File: src/rtl/eprisc_spi_v2.sv
// eprisc_spi_v2: register-mapped SPI master (CTRL/TX/RX/DIV) with programmable mode, bit order and clock divider.
// Optional macro SPI_RXFIFO_EN turns RX into a 4-entry FIFO; otherwise RX is a single register.
module eprisc_spi_v2 #(
    parameter int unsigned DATA_W = 8,
    parameter int unsigned SS_N   = 4,
    parameter int unsigned DIV_W  = 8
) (
    input  logic              iClk,
    input  logic              iRst,
    input  logic [1:0]        iAddr,
    input  logic [15:0]       iData,
    input  logic              iWrite,
    input  logic              iEnable,
    output logic [15:0]       oData,
    output logic              oInt,
    input  logic              iMISO,
    output logic              oMOSI,
    output logic              oSCLK,
    output logic [SS_N-1:0]   oSS
);

    localparam int unsigned HALF_W = 6;
    localparam logic [HALF_W-1:0] LAST_HALF = HALF_W'(2 * DATA_W - 1);

    localparam logic [1:0] A_CTRL = 2'd0;
    localparam logic [1:0] A_TX   = 2'd1;
    localparam logic [1:0] A_RX   = 2'd2;
    localparam logic [1:0] A_DIV  = 2'd3;

    typedef enum logic [1:0] {
        ST_IDLE,
        ST_SETUP,
        ST_SHIFT,
        ST_HOLD
    } state_t;

    state_t state_q, state_d;

    logic              cpol_q, cpha_q, lsb_q, ie_q, hold_q, ovr_q;
    logic [SS_N-1:0]   ss_sel_q;
    logic [DATA_W-1:0] tx_q;
    logic [DIV_W-1:0]  div_q;

    logic [DIV_W-1:0]  cnt_q;
    logic [HALF_W-1:0] half_q;
    logic [DATA_W-1:0] sh_q;
    logic [DATA_W-1:0] rxs_q;
    logic              sclk_q, mosi_q;
    logic [SS_N-1:0]   ss_q;

    logic              idle, tick;
    logic              wr_c, rx_rd_c, ctrl_wr_c, cfg_wr_c, start_wr_c;
    logic              edge_v, complete;
    logic [HALF_W-1:0] edge_idx;
    logic              sample_c, shift_c;
    logic              done_c, ovr_set_c;
    logic [DATA_W-1:0] rx_head_c;
    logic              unused_bits;

    // Bus decode; config writes only land while idle, W1C bits always land.
    assign idle       = (state_q == ST_IDLE);
    assign tick       = (cnt_q == div_q);
    assign wr_c       = iEnable & iWrite;
    assign rx_rd_c    = iEnable & ~iWrite & (iAddr == A_RX);
    assign ctrl_wr_c  = wr_c & (iAddr == A_CTRL);
    assign cfg_wr_c   = ctrl_wr_c & idle;
    assign start_wr_c = cfg_wr_c & iData[7];
    assign unused_bits = ^iData;

    always_ff @(posedge iClk or posedge iRst) begin
        if (iRst) state_q <= ST_IDLE;
        else      state_q <= state_d;
    end

    // Next state plus SCLK edge bookkeeping; edge_idx is the SHIFT half-period being entered.
    always_comb begin
        state_d  = state_q;
        edge_v   = 1'b0;
        edge_idx = '0;
        complete = 1'b0;
        case (state_q)
            ST_IDLE:  if (start_wr_c) state_d = ST_SETUP;
            ST_SETUP: begin
                if (tick) begin
                    state_d = ST_SHIFT;
                    edge_v  = 1'b1;
                end
            end
            ST_SHIFT: begin
                if (tick) begin
                    if (half_q == LAST_HALF) begin
                        state_d = ST_HOLD;
                    end else begin
                        edge_v   = 1'b1;
                        edge_idx = half_q + HALF_W'(1);
                    end
                end
            end
            ST_HOLD: begin
                if (tick) begin
                    state_d  = ST_IDLE;
                    complete = 1'b1;
                end
            end
            default: state_d = ST_IDLE;
        endcase
    end

    // Even edge index = leading edge. The first bit is already on MOSI from SETUP.
    assign sample_c = edge_v & (cpha_q ? edge_idx[0] : ~edge_idx[0]);
    assign shift_c  = edge_v & (cpha_q ? (~edge_idx[0] & (edge_idx != '0))
                                       : (edge_idx[0] & (edge_idx != LAST_HALF)));

    always_ff @(posedge iClk or posedge iRst) begin
        if (iRst) begin
            cpol_q   <= 1'b0;
            cpha_q   <= 1'b0;
            lsb_q    <= 1'b0;
            ie_q     <= 1'b0;
            hold_q   <= 1'b0;
            ss_sel_q <= '0;
            tx_q     <= '0;
            div_q    <= '0;
            ovr_q    <= 1'b0;
        end else begin
            if (cfg_wr_c) begin
                cpol_q   <= iData[0];
                cpha_q   <= iData[1];
                lsb_q    <= iData[2];
                ie_q     <= iData[3];
                hold_q   <= iData[4];
                ss_sel_q <= iData[8 +: SS_N];
            end
            if (wr_c && idle && iAddr == A_TX)  tx_q  <= iData[DATA_W-1:0];
            if (wr_c && idle && iAddr == A_DIV) div_q <= iData[DIV_W-1:0];
            if (ovr_set_c)                      ovr_q <= 1'b1;
            else if (ctrl_wr_c && iData[5])     ovr_q <= 1'b0;
        end
    end

    // Divider, half-period counter, shifters and registered serial pins.
    always_ff @(posedge iClk or posedge iRst) begin
        if (iRst) begin
            cnt_q  <= '0;
            half_q <= '0;
            sh_q   <= '0;
            rxs_q  <= '0;
            sclk_q <= 1'b0;
            mosi_q <= 1'b1;
            ss_q   <= '1;
        end else begin
            cnt_q <= (idle || tick) ? '0 : cnt_q + DIV_W'(1);
            if (state_q == ST_SETUP && tick)
                half_q <= '0;
            else if (state_q == ST_SHIFT && tick)
                half_q <= half_q + HALF_W'(1);

            if (start_wr_c) begin
                sh_q   <= tx_q;
                rxs_q  <= '0;
                mosi_q <= iData[2] ? tx_q[0] : tx_q[DATA_W-1];
                sclk_q <= iData[0];
                ss_q   <= ~iData[8 +: SS_N];
            end else if (complete) begin
                sclk_q <= cpol_q;
                mosi_q <= 1'b1;
                if (!hold_q) ss_q <= '1;
            end else if (idle) begin
                sclk_q <= cfg_wr_c ? iData[0] : cpol_q;
                mosi_q <= 1'b1;
                if (!(cfg_wr_c ? iData[4] : hold_q)) ss_q <= '1;
            end else begin
                if (edge_v) sclk_q <= ~sclk_q;
                if (shift_c) begin
                    sh_q   <= lsb_q ? (sh_q >> 1) : (sh_q << 1);
                    mosi_q <= lsb_q ? sh_q[1] : sh_q[DATA_W-2];
                end
                if (sample_c)
                    rxs_q <= lsb_q ? {iMISO, rxs_q[DATA_W-1:1]} : {rxs_q[DATA_W-2:0], iMISO};
            end
        end
    end

`ifdef SPI_RXFIFO_EN
    localparam int unsigned FIFO_D = 4;
    localparam int unsigned PTR_W  = 2;
    localparam int unsigned CNT_W  = 3;

    logic [DATA_W-1:0] mem_q [FIFO_D];
    logic [PTR_W-1:0]  wptr_q, rptr_q;
    logic [CNT_W-1:0]  count_q;
    logic              pop_c, push_c, flush_c;

    // Writing done=1 flushes the FIFO; a completing word in that cycle still lands.
    assign flush_c   = ctrl_wr_c & iData[6];
    assign pop_c     = rx_rd_c & (count_q != '0) & ~flush_c;
    assign push_c    = complete & (flush_c | pop_c | (count_q != CNT_W'(FIFO_D)));
    assign ovr_set_c = complete & ~push_c;
    assign done_c    = (count_q != '0);
    assign rx_head_c = done_c ? mem_q[rptr_q] : '0;

    always_ff @(posedge iClk or posedge iRst) begin
        if (iRst) begin
            wptr_q  <= '0;
            rptr_q  <= '0;
            count_q <= '0;
            for (int i = 0; i < FIFO_D; i++) mem_q[i] <= '0;
        end else begin
            if (push_c) begin
                mem_q[wptr_q] <= rxs_q;
                wptr_q        <= wptr_q + PTR_W'(1);
            end
            if (flush_c) begin
                rptr_q  <= wptr_q;
                count_q <= push_c ? CNT_W'(1) : '0;
            end else begin
                if (pop_c) rptr_q <= rptr_q + PTR_W'(1);
                count_q <= count_q + CNT_W'(push_c) - CNT_W'(pop_c);
            end
        end
    end
`else
    logic              done_q;
    logic [DATA_W-1:0] rx_q;

    assign ovr_set_c = complete & done_q;
    assign done_c    = done_q;
    assign rx_head_c = rx_q;

    // Completion wins over a same-cycle RX read or done clear.
    always_ff @(posedge iClk or posedge iRst) begin
        if (iRst) begin
            done_q <= 1'b0;
            rx_q   <= '0;
        end else begin
            if (complete) begin
                done_q <= 1'b1;
                rx_q   <= rxs_q;
            end else if ((ctrl_wr_c && iData[6]) || rx_rd_c) begin
                done_q <= 1'b0;
            end
        end
    end
`endif

    // Read mux.
    always_comb begin
        oData = '0;
        if (iEnable) begin
            case (iAddr)
                A_CTRL: oData = {8'(ss_sel_q), ~idle, done_c, ovr_q, hold_q, ie_q, lsb_q, cpha_q, cpol_q};
                A_TX:   oData = 16'(tx_q);
                A_RX:   oData = 16'(rx_head_c);
                A_DIV:  oData = 16'(div_q);
                default: oData = '0;
            endcase
        end
    end

    assign oInt  = done_c & ie_q;
    assign oMOSI = mosi_q;
    assign oSCLK = sclk_q;
    assign oSS   = ss_q;

endmodule

File: config.mk
export PLATFORM = sky130hd
export DESIGN_NAME = eprisc_spi_v2
export DESIGN_NICKNAME = d
export VERILOG_FILES = /design/src/rtl/eprisc_spi_v2.sv
export SDC_FILE = /design/constraint.sdc
export NUM_CORES = 1
export LEC_CHECK = 0
export CAP_MARGIN = 10
export CORE_ASPECT_RATIO = 0.7
export CORE_UTILIZATION = 50
export DETAILED_ROUTE_END_ITERATION = 16
export GPL_ROUTABILITY_DRIVEN = 1
export HOLD_SLACK_MARGIN = 0.08
export PLACE_DENSITY = 0.72
export SLEW_MARGIN = 25
export SYNTH_ARGS = -nofsm -noshare
export SYNTH_HDL_FRONTEND = slang
export SYNTH_SLANG_ARGS = --single-unit
File: constraint.sdc
create_clock -name iClk -period 3.1 [get_ports iClk]
set_clock_uncertainty 0.1 [all_clocks]
set_input_delay 0.62 -clock iClk [delete_from_list [all_inputs] [get_ports iClk]]
set_output_delay 0.62 -clock iClk [all_outputs]
set_load 0.02 [all_outputs]
* After elaboration in Yosys (flattened, before gate mapping) *
Cells that the tools add are included.

operators by class
  add/subtract/negate cells = 2
  equality and inequality tests = 17
  mux-type cells = 52
  bitwise gates (word level) = 17
  reductions and logical operators = 24

operators with widths
  kind                                                    count
  two-way mux 8 bit                                       11
  case mux 16 bit (4 select lines)                        1
  two-way mux 6 bit                                       5
  two-way mux 1 bit                                       22
  two-way mux 4 bit                                       5
  two-way mux 16 bit                                      1
  AND 1 bit                                               12
  two-way mux 2 bit                                       5
  inequality test 2 bit (second input constant)           5
  nonzero test 2 bit                                      5
  AND reduction 3 bit                                     3
  adder 8 x 1 -> 8 bit (second input constant)            1
  equality test 2 bit (second input constant)             4
  equality test 8 bit                                     1
  case mux 2 bit (4 select lines)                         1
  nonzero test 4 bit                                      2
  logical AND 1 bit                                       7
  adder 6 x 1 -> 6 bit (second input constant)            1
  equality test 6 x 4 -> 1 bit (second input constant)    1
  inequality test 3 bit (second input constant)           2
  inequality test 6 x 4 -> 1 bit (second input constant)  1
  nonzero test 6 bit                                      1
  AND reduction 5 bit                                     1
  equality test 2 x 1 -> 1 bit (second input constant)    2
  other kinds (7)                                         12

storage, ports and cells
  register bits = 73
  output and inout bits = 23

* Depth between registers and ports, before layout *
  word-level depth = 12
  mapped depth = 8
  mapped depth without buffers = 7

* Worst setup path before layout *
No wires, ideal clock.

  kind = input to output
  start = input port iAddr[0]
  end = output port oData[4]
  arrival = 2.052 ns
  required time = 2.380 ns
  slack = 0.328 ns
  stages on the path = 4
  path buffers = 2
  cells stage by stage = clkbuf_1 -> buf_1 -> mux4_2 -> and2_1

between the ends
  longest elaborated chain between the ends = 3
  elaborated cells between the ends (all ways) = 6
  those cells by class = 3 x eq/ne; 2 x mux; 1 x reduce/logical

ends and longest elaborated chain
  element                                            RTL line  RTL
  from (decl)                                        10        input logic [1:0] iAddr,
  equality test 2 bit, or another cell as far along  250       case (iAddr)
  case mux 16 bit (4 select lines) (*)               250
  two-way mux 16 bit (*)                             249       if (iEnable) begin
  to (decl)                                          14        output logic [15:0] oData,

Every way passes the cells marked *; elsewhere a longest branch is shown, timed or not. The select of a mux whose other input is x is not followed.

* Final worst setup path *
Ends and elaborated chain as after synthesis.

==> results.json <==
{
  "status": "finished clean",
  "clkSlewWorstSetupHoldPaths_ns": 0.05,
  "worstPathArrival_ns": 2.32,
  "hold_depth": 1,
  "grt_pass1_wl_um": 17400,
  "cap_viol_max_count": 0,
  "num_rows": 27,
  "hold_violations": 0,
  "vias": 3253,
  "power.total_uw": 4790,
  "drc": 0,
  "post_cts_buffers": 0,
  "rr_worst_depth": 5,
  "synth.distinct_cells": 65,
  "die_width_um": 111,
  "ys_seq_elements": 73,
  "start_kind": "input port",
  "p_int_uw": 2970,
  "clock_latency_ns": 0.33,
  "whs_ns": 0.399,
  "syn_to_final_growth_pct": 21.9,
  "cts_made_buffers": 9,
  "p_sw_uw": 1820,
  "synthMuxAreaShare_pct": 18.5,
  "syn_avg_cell_area_um2": 11.1,
  "slew_headroom_pct": 40.3,
  "p_sw_share_pct": 38.0,
  "antenna_found_initial": 0,
  "clock.fmax_mhz": 329,
  "cp-end-kind": "output port",
  "fin_crit_ns": 3.04,
  "die_area_um2": 8670,
  "yosys_warnings": 0,
  "critical_path_class": "input port to output port",
  "final-setup-viol-count": 0,
  "rsz0062_at_grt": "false",
  "fp.dieH_um": 78.2,
  "grt_usage_pct": 26.1,
  "grt_pass1_vias": 3218,
  "htreeDepth": 3,
  "synth_compound_area_share_pct": 12.1,
  "synthAdderAreaFrac_pct": 1.81,
  "p_seq_share_pct": 36.1,
  "synthSimpleGateAreaFrac_pct": 15.5,
  "vdd.ir_drop.worst_uv": 675,
  "slew_viol_final": 0,
  "startpoint": "iAddr[0]",
  "drive_gt1_share_pct": 21.3,
  "hold_class": "flop to flop",
  "cpPeakStageDelay_ns": 0.52,
  "vias_per_cell": 6.16,
  "r2r-start": "div_q[6]",
  "netlist_instances": 375,
  "drt_iter0_markers": 314,
  "r2r-end": "rxs_q[6]",
  "wl_um": 10800,
  "fill_cells": 637,
  "cpMaxStageDelayCell": "mux4_2",
  "power_density_nw_per_um2": 948,
  "rrSetupSlack_ns": 0.32,
  "leakage_uw": 0.00228,
  "grt_overflow_total": 0,
  "port_buffers": 37,
  "place.gp.congestion": 0.897,
  "hold_path_end": "ovr_q",
  "synth_edf_count": 0,
  "dp_hpwl_um": 7770,
  "post_cts_hold_buffer_count": 0,
  "tns_ns": 0,
  "top_level_ports": 46,
  "wl_per_cell_um": 20.4,
  "grt_max_degree": 26,
  "n_antenna_cell": 0,
  "ctsResizeCount": 13,
  "core_area_um2": 7940,
  "worst_pin_slew_ns": 0.888,
  "synth_top_family_by_area": "multiplexers",
  "synth_flop_cell": "dfrtp_1",
  "nets": 451,
  "synth-xor-area-share_pct": 4.71,
  "path_buf_inv": 3,
  "antenna_left": 0,
  "path_delay_family": "buffers and inverters",
  "cts_tree": "built",
  "path_cells": "clkdlybuf4s50_1, buf_12, mux4_2, and2_1, dlygate4sd2_1",
  "clock-sinks": 73,
  "drt_first_pass_iters": 5,
  "ys_seq_area_share_pct": 44.2,
  "crit_required_ns": 2.38,
  "cts_buffer_depth": 2,
  "cp_max_fo": 9,
  "fin_crit_sh_pct": 98.0,
  "p_comb_share_pct": 40.3,
  "synth_area_um2": 4150,
  "hp-start": "ovr_q",
  "cts-root-buf": "clkbuf_16",
  "synth-async-reset-ratio_pct": 100,
  "clockPowerShare_pct": 23.6,
  "start_util_pct": 52.2
}
[flip-flops by register name, summed over array words and instances, names as in the netlist, 2 cells and up]
signal / count
half_q: 6
rx_head_c: 8
sh_q: 8
oSS: 4
state_q: 2
cnt_q: 8
div_q: 8
tx_q: 8
ss_sel_q: 4
rxs_q: 8
[stage by stage]
step / setup WS (ns) / instance area [µm²] / cells / util [%]
floorplan: 0.328 / 4160 / 378 / -
global placement: -0.124 / 4740 / 512 / 59.7
detailed placement: -0.151 / 4740 / 512 / 59.7
CTS: 0.0660 / 5060 / 528 / 63.7
global route: 0.0211 / 5060 / 528 / 63.7
finish: 0.0611 / 5060 / 528 / 63.7
[cell usage in the layout (no fill, tap or decap), types with 3 or more instances in the layout]
| cell | instances |
|---|---|
| mux4_2 | 7 |
| dlygate4sd2_1 | 12 |
| xnor2_2 | 5 |
| nand3_1 | 16 |
| nand4_1 | 4 |
| xnor2_1 | 5 |
| a41oi_1 | 7 |
| a2bb2oi_1 | 4 |
| nor2_1 | 16 |
| o41ai_1 | 8 |
| inv_1 | 6 |
| nor4_1 | 3 |
| mux2i_1 | 25 |
| conb_1 | 4 |
| and4_1 | 4 |
| xor2_1 | 8 |
| a21oi_1 | 5 |
| o21ai_0 | 15 |
| mux2_2 | 32 |
| and3_1 | 6 |
| clkbuf_1 | 3 |
| and2_1 | 12 |
| a31oi_1 | 3 |
| nand2_1 | 38 |
| clkbuf_16 | 9 |
| ha_1 | 6 |
| dfrtp_1 | 68 |
| clkdlybuf4s50_1 | 25 |
| dfstp_2 | 5 |
| buf_4 | 14 |
| buf_12 | 4 |
| o31ai_1 | 3 |
[worst max path at each step]
stage                     slack, ns  cells after the start        to
final                          0.06                      5  oData[4]
after global routing           0.02                      5  oData[4]
after CTS                      0.07                      5  oData[4]
after detailed placement      -0.15                      5  oData[4]
after global placement        -0.12                      5  oData[4]
after floorplan                0.33                      4  oData[4]
[cells in the mapped netlist, types with 8 or more instances]
cell	count	area share, %
mux2i_1	25	6.0
mux2_2	32	8.7
nand3_1	16	1.9
nor2_1	16	1.4
xor2_1	8	1.7
clkbuf_1	14	1.3
o21ai_0	15	1.8
and2_1	12	1.8
o41ai_1	8	1.7
nand2_1	38	3.4
dfrtp_1	68	41
[cells by family after synthesis]
kind of cell	count (synthesis)
and+or+nand+nor	117
DFF	73
AOI/OAI and AO/OA	67
muxes	64
buffers and inverters	29
xor gates and xnor gates	18
adders and majority gates	6
other	1
[routing by layer]
layer	wire, µm	track usage [%]	vias to the layer above
met5	0	0	-
met4	140	4.53	0
met3	662	7.80	12
met2	4780	38.9	125
met1	5180	38.1	1621
li1	-	-	1495
[power groups by stage]
stage          Combinational (µW)  Sequential (µW)  Clock, µW
3_5_place_dp                 1910             1730          0
2_1_floorplan                1420             1590          0
6_report                     1930             1730       1130
4_1_cts                      1910             1720       1140
3_3_place_gp                 1840             1710          0
5_1_grt                      2100             1770       1180
[layout make-up]
type / instances / area, µm² / area share, %
sequential: 73 / 1830 / 36.3
tap: 101 / 126 / 2.50
clock inverter: 2 / 60.1 / 1.19
clock buffer: 14 / 264 / 5.22
timing repair buffer: 55 / 541 / 10.7
multi-input combinational: 276 / 2210 / 43.6
inverter: 7 / 26.3 / 0.520
(Power assumes the default switching activity.)
